===== src/rtl/stream_rr_arbiter_pkg.sv =====
// Shared types and width helpers for the stream round-robin arbiter slice.
package stream_rr_arbiter_pkg;

   typedef enum logic {
      LOCK_OPEN = 1'b0,
      LOCK_HELD = 1'b1
   } lock_state_e;

   function automatic int unsigned idx_width(input int unsigned n);
      return (n > 1) ? $clog2(n) : 1;
   endfunction

endpackage


===== src/rtl/stream_rr_arbiter_if.sv =====
// Bundle of the N-to-1 stream handshake seen by the arbiter (slave) and its environment (master).
interface stream_rr_arbiter_if
   import stream_rr_arbiter_pkg::*;
#(
   parameter int unsigned NumInp    = 4,
   parameter type         payload_t = logic,
   parameter int unsigned IdxWidth  = idx_width(NumInp)
);

   payload_t              payload_i [NumInp];
   logic [NumInp-1:0]     valid_i;
   logic [NumInp-1:0]     ready_o;
   payload_t              payload_o;
   logic                  valid_o;
   logic                  ready_i;
   logic [IdxWidth-1:0]   idx_o;

   modport slave (
      input  payload_i, valid_i, ready_i,
      output ready_o, payload_o, valid_o, idx_o
   );

   modport master (
      output payload_i, valid_i, ready_i,
      input  ready_o, payload_o, valid_o, idx_o
   );

endinterface


===== src/rtl/stream_rr_arbiter_rr_select.sv =====
// Combinational circular first-set search: rotate by start, find lowest set bit, un-rotate.
module rr_select
   import stream_rr_arbiter_pkg::*;
#(
   parameter int unsigned NumInp   = 4,
   parameter int unsigned IdxWidth = idx_width(NumInp)
) (
   input  logic [NumInp-1:0]   req_i,
   input  logic [IdxWidth-1:0] start_i,
   output logic [NumInp-1:0]   gnt_o,
   output logic [IdxWidth-1:0] idx_o,
   output logic                any_o
);

   logic [2*NumInp-1:0] req_dbl;
   logic [NumInp-1:0]   req_rot;
   logic [IdxWidth-1:0] ofs;
   logic [IdxWidth:0]   sum;

   always_comb begin
      req_dbl = {req_i, req_i} >> start_i;
      req_rot = req_dbl[NumInp-1:0];
      ofs     = '0;
      any_o   = 1'b0;
      // Scan downwards so the lowest set offset wins.
      for (int unsigned k = NumInp; k > 0; k--) begin
         if (req_rot[k-1]) begin
            ofs   = IdxWidth'(k - 1);
            any_o = 1'b1;
         end
      end
      sum = {1'b0, start_i} + {1'b0, ofs};
      if (sum >= (IdxWidth+1)'(NumInp)) begin
         sum = sum - (IdxWidth+1)'(NumInp);
      end
      idx_o = sum[IdxWidth-1:0];
      gnt_o = '0;
      for (int unsigned i = 0; i < NumInp; i++) begin
         gnt_o[i] = any_o && (idx_o == IdxWidth'(i));
      end
   end

endmodule


===== src/rtl/stream_rr_arbiter.sv =====
// Round-robin stream arbiter with a bounded burst allowance and grant lock while stalled.
module stream_rr_arbiter
   import stream_rr_arbiter_pkg::*;
#(
   parameter int unsigned NumInp    = 4,
   parameter int unsigned MaxGrants = 1,
   parameter type         payload_t = logic,
   parameter int unsigned IdxWidth  = idx_width(NumInp)
) (
   input  logic               clk_i,
   input  logic               rst_i,
   stream_rr_arbiter_if.slave bus
);

   localparam int unsigned CntWidth = $clog2(MaxGrants + 1);

   lock_state_e         lock_q, lock_d;
   logic [IdxWidth-1:0] lock_idx_q, lock_idx_d;
   logic [IdxWidth-1:0] rr_q, rr_d;
   logic [CntWidth-1:0] cnt_q, cnt_d;

   logic [NumInp-1:0]   scan_gnt, sel_gnt;
   logic [IdxWidth-1:0] scan_idx, sel;
   logic                scan_any;
   logic                valid_out, handshake;
   payload_t            payload_sel;

   rr_select #(
      .NumInp   (NumInp),
      .IdxWidth (IdxWidth)
   ) i_rr_select (
      .req_i   (bus.valid_i),
      .start_i (rr_q),
      .gnt_o   (scan_gnt),
      .idx_o   (scan_idx),
      .any_o   (scan_any)
   );

   always_ff @(posedge clk_i or posedge rst_i) begin
      if (rst_i) begin
         lock_q     <= LOCK_OPEN;
         lock_idx_q <= '0;
         rr_q       <= '0;
         cnt_q      <= '0;
      end else begin
         lock_q     <= lock_d;
         lock_idx_q <= lock_idx_d;
         rr_q       <= rr_d;
         cnt_q      <= cnt_d;
      end
   end

   // Priority only moves on a handshake; a stall freezes the grant on sel.
   always_comb begin
      lock_d     = lock_q;
      lock_idx_d = lock_idx_q;
      rr_d       = rr_q;
      cnt_d      = cnt_q;
      if (handshake) begin
         lock_d = LOCK_OPEN;
         cnt_d  = (sel == rr_q) ? cnt_q + 1'b1 : CntWidth'(1);
         if (cnt_d == CntWidth'(MaxGrants)) begin
            rr_d  = (sel == IdxWidth'(NumInp - 1)) ? '0 : sel + 1'b1;
            cnt_d = '0;
         end else begin
            rr_d = sel;
         end
      end else if (valid_out) begin
         lock_d     = LOCK_HELD;
         lock_idx_d = sel;
      end
   end

   always_comb begin
      sel     = scan_idx;
      sel_gnt = scan_gnt;
      if (lock_q == LOCK_HELD) begin
         sel = lock_idx_q;
         for (int unsigned i = 0; i < NumInp; i++) begin
            sel_gnt[i] = (lock_idx_q == IdxWidth'(i));
         end
      end
      valid_out   = scan_any && bus.valid_i[sel];
      handshake   = valid_out && bus.ready_i;
      payload_sel = bus.payload_i[sel];
   end

   assign bus.valid_o   = valid_out;
   assign bus.payload_o = payload_sel;
   assign bus.idx_o     = scan_any ? sel : rr_q;
   assign bus.ready_o   = sel_gnt & {NumInp{handshake}};

   lock_hold_a: assert property (@(posedge clk_i) disable iff (rst_i)
      (lock_q == LOCK_HELD) |-> bus.valid_i[lock_idx_q]);

endmodule


===== src/flat_wrapper.sv =====
// flat-port wrapper written by rule: the top's interface ports become plain ports
module stream_rr_arbiter_flat import stream_rr_arbiter_pkg::*;
#(
   parameter int unsigned NumInp    = 4,
   parameter int unsigned MaxGrants = 1,
   parameter type         payload_t = logic,
   parameter int unsigned IdxWidth  = idx_width(NumInp)
)
  (clk_i, rst_i, bus_payload_i, bus_valid_i, bus_ready_i, bus_ready_o, bus_payload_o, bus_valid_o, bus_idx_o);
  stream_rr_arbiter_if #(.NumInp(NumInp), .payload_t(payload_t), .IdxWidth(IdxWidth)) bus_i ();
  input  logic clk_i;
  input  logic rst_i;
  input wire logic [$bits(bus_i.payload_i)-1:0] bus_payload_i;
  input wire logic [$bits(bus_i.valid_i)-1:0] bus_valid_i;
  input wire logic [$bits(bus_i.ready_i)-1:0] bus_ready_i;
  output wire logic [$bits(bus_i.ready_o)-1:0] bus_ready_o;
  output wire logic [$bits(bus_i.payload_o)-1:0] bus_payload_o;
  output wire logic [$bits(bus_i.valid_o)-1:0] bus_valid_o;
  output wire logic [$bits(bus_i.idx_o)-1:0] bus_idx_o;
  assign bus_i.payload_i = {>>{bus_payload_i}};
  assign bus_i.valid_i = bus_valid_i;
  assign bus_i.ready_i = bus_ready_i;
  assign bus_ready_o = bus_i.ready_o;
  assign bus_payload_o = bus_i.payload_o;
  assign bus_valid_o = bus_i.valid_o;
  assign bus_idx_o = bus_i.idx_o;
  stream_rr_arbiter #(.NumInp(NumInp), .MaxGrants(MaxGrants), .payload_t(payload_t), .IdxWidth(IdxWidth)) u_core (.clk_i(clk_i), .rst_i(rst_i), .bus(bus_i));
endmodule

===== config.mk =====
export PLATFORM = sky130hd
export DESIGN_NAME = stream_rr_arbiter_flat
export DESIGN_NICKNAME = d
export VERILOG_FILES = /design/src/rtl/stream_rr_arbiter_pkg.sv /design/src/rtl/stream_rr_arbiter_if.sv /design/src/rtl/stream_rr_arbiter_rr_select.sv /design/src/rtl/stream_rr_arbiter.sv /design/src/flat_wrapper.sv
export SDC_FILE = /design/constraint.sdc
export NUM_CORES = 1
export LEC_CHECK = 0
export CORE_MARGIN = 2
export CORE_UTILIZATION = 51
export CTS_CLUSTER_DIAMETER = 40
export DETAILED_ROUTE_END_ITERATION = 16
export PLACE_DENSITY = 0.78
export SYNTH_ARGS = -nofsm -noshare
export SYNTH_HDL_FRONTEND = slang
export SYNTH_SLANG_ARGS = --single-unit

===== constraint.sdc =====
create_clock -name clk_i -period 7.7 [get_ports clk_i]
set_input_delay 1.54 -clock clk_i [delete_from_list [all_inputs] [get_ports clk_i]]
set_output_delay 1.54 -clock clk_i [all_outputs]
set_load 0.02 [all_outputs]

==> impl_metrics.yaml <==
clocking:
  cts_resized: 0
  cts.reportedPaths.clkPinSlew_ps: 50
  cts_num_sinks: 5
  postCtsSetupRepairBufs: 0
  cts_tree: "yes"
  cts_buffers: 3
  clk_path_buf_depth: 2
  insertion_delay_ps: 250
  cts.hold.buffers_added: 0
  htreeDepth: 1
  cts_root_buffer: "clkbuf_4"
synthesis:
  netlist_area_um2: 835
  ys_seq_elements: 5
  synth_area_leader_cell: "dfrtp_1"
  synth_area_leaders: "dfrtp_1 15%, mux2i_1 9.6%, buf_6 8.1%"
  synth_seq_area_share_pct: 15.0
  syn_nets: 114
  synth_top_cell_area_share_pct: 15.0
  syn_area_per_cell_um2: 8.18
  synth_top_flop_cell: "dfrtp_1"
  async_reset_ff_share_pct: 100
  synth_edf_count: 0
  syn_inst: 102
  yosys_warnings: 0
  synth.distinct_cells: 41
worst_setup_path:
  r2r-start: "u_core.rr_q[0]"
  cp_data_arrival_time_ps: 4940
  critPathLaunchType: "input pin"
  required_ps: 6160
  critPathMaxFanout: 14
  cp-end-kind: "output port"
  path_cells: "clkdlybuf4s50_1, nor3b_1, o31ai_1, o221ai_1, ha_1, nor2b_1, a21oi_1, mux4_2, clkdlybuf4s50_1"
  slowest_delay_ps: 780
  path_class: "in -> out"
  crit-reg2reg-capture: "u_core.lock_q"
  crit_slowest_cell: "clkdlybuf4s50_1"
  r2r_cells: 12
  crit_path_frequent_cell: "clkdlybuf4s50_1"
  regToRegSetupSlack_ps: 4480
detailed_routing:
  drcViolationCount: 0
  firstDrtPassIters: 4
  drtIter0Drc: 18
  vias: 802
  ant_nets: 0
  via_per_inst: 6.17
  wl_per_cell_um: 15.8
  drt-total-wl_um: 2060
timing:
  setup_viol: 0
  fin_crit_ps: 6480
  rsz0062_at_grt: "no"
  relSlewSlack_pct: 41.6
  setup_tns_ps: 0
  final_hold_viol_count: 0
  fmax_mhz: 154
  tightest_slew_ps: 868
  clock_skew_ps: 6.87
  period_share_pct: 84.2
  slew_violations: 0
hold_path:
  holdPathStages: 2
  hp-start: "u_core.lock_idx_q[0]"
  min_to: "u_core.lock_idx_q[0]"
  hold_path.class: "reg -> reg"
layout:
  final_cells: 130
  nFillCells: 136
  synthToLayoutAreaGrowth_pct: 16.0
  fin_nets: 127
  drive_above_1_share_pct: 16.7
  diodes: 0
place:
  hpwlAfterDp_um: 1490
  dp.cells: 126
  port_buffers: 18
  globalplace.congestion: 0.845
job:
  maxCapViolations: 0
floorplanning:
  start_util_pct: 54.8
  num_rows: 14
  io_pins: 19
  coreArea_mm2: 0.00152
  dieArea_mm2: 0.00198
  die_h_um: 44.5
  die_w_um: 44.5
global_route:
  use_met3_pct: 3.67
  use_met2_pct: 40.9
  grt_pass1_wl_um: 3490
  grt_util_met1_pct: 30.5
  grt_util_all_layers_pct: 23.3
  antenna_found_initial: 0
  grt_max_degree: 15
  grt_pass1_vias: 765
  grt.busiest_layer: "met2"
  gr-total-overflow: 0
power:
  powerDensity_mw_per_mm2: 464
  p_total_uw: 449
  ir_drop_mv: 0.248
  p_leak_uw: 0.000399
outcome:
  outcome: "finished clean"
[cells in the final DEF, fill, tap and decap left out, drive strengths merged]
master | Yosys | final
mux2i | 8 | 8
nor3 | 2 | 2
nor3b | 5 | 5
a21oi | 2 | 2
ha | 1 | 1
a32oi | 1 | 1
nand4 | 1 | 1
or3b | 1 | 1
o31ai | 1 | 1
o22ai | 1 | 1
and4 | 1 | 1
a31o | 2 | 2
o2111a | 1 | 1
o221ai | 2 | 2
nand2 | 16 | 16
mux4 | 1 | 1
clkbuf | 3 | 4
nor4 | 2 | 2
or2 | 1 | 1
a2bb2oi | 1 | 1
xnor2 | 1 | 1
nand3 | 5 | 5
and2b | 1 | 1
mux2 | 5 | 5
inv | 4 | 4
nor2b | 3 | 3
nand2b | 2 | 2
o211ai | 1 | 1
nor2 | 7 | 7
o21ai | 7 | 7
clkdlybuf4s50 | 0 | 18
or3 | 1 | 1
dfrtp | 5 | 5
[power by group]
group	total (uW)	switching, uW	internal (uW)
combinational	347	173	174
clock	32.1	12.4	19.7
sequential	70.4	32.1	38.3
[synthesized netlist by cell type, drive strengths merged (2+ instances only)]
cell type	instances
buf	7
clkbuf	3
nand2b	2
nor4	2
nor2b	3
nand3	5
mux2	5
o21ai	7
nand2	16
a31o	2
o221ai	2
nor3	2
nor3b	5
nor2	7
a21oi	2
inv	4
mux2i	8
dfrtp	5
[area by class of cell]
class / instances / area [um^2] / share of cell area (%)
clock buffers: 4 / 26.3 / 2.71
inverters: 4 / 15.0 / 1.55
multi-input cells: 83 / 602 / 62.1
flip-flops and latches: 5 / 125 / 12.9
well taps: 16 / 20.0 / 2.07
repair buffers: 18 / 180 / 18.6
[kinds of logic (layout without fill, tap and decap cells)]
| family | Yosys count | in the layout | share of synthesized area (%) |
|---|---|---|---|
| xor+xnor | 1 | 1 | 1.05 |
| buf+inv | 14 | 26 | 12.9 |
| mux | 14 | 14 | 19.9 |
| fa+ha+maj | 1 | 1 | 1.50 |
| flops | 5 | 5 | 15.0 |
| simple gates | 48 | 48 | 31.8 |
| compound gates | 19 | 19 | 17.8 |
[worst max path at each step]
stage                   startpoint             to  slack (ps)  depth (start not counted)
finish              bus_valid_i[0]  bus_payload_o        1220                          9
global route        bus_valid_i[0]  bus_payload_o         960                          9
CTS                 bus_valid_i[0]  bus_payload_o        1200                          9
detailed placement  bus_valid_i[0]  bus_payload_o        1220                          9
global placement    bus_valid_i[0]  bus_payload_o        1260                          9
floorplan           bus_valid_i[0]  bus_payload_o        2440                         11
[worst max-delay path, delay by kind of cell]
family          cells  cell delay [ps]
fa+ha+maj           1              380
simple gates        2              290
buf+inv             2             1330
compound gates      3             1010
mux                 1              400
[flip-flops by register name, indices dropped and copies added (netlist names)]
name and flops:
u_core.rr_q 2, u_core.lock_idx_q 2, u_core.lock_q 1
[per-layer routing]
metal,vias up,wire length [um],part of all wire (%)
met2,26,1020,49
li1,392,-,-
met3,3,120,5.8
met1,381,914,44
met4,0,6,0.29
met5,-,0,0
[per-stage QoR]
| step | hold WS (ps) | area (um^2) | setup slack [ps] | utilization (%) |
|---|---|---|---|---|
| finish | 704 | 968 | 1220 | 63.5 |
| global route | 750 | 968 | 960 | 63.5 |
| CTS | 699 | 968 | 1200 | 63.5 |
| detailed placement | 689 | 942 | 1220 | 61.8 |
| global placement | 666 | 942 | 1260 | 61.8 |
| floorplan | 566 | 835 | 2440 | - |
(Power assumes the default switching activity.)
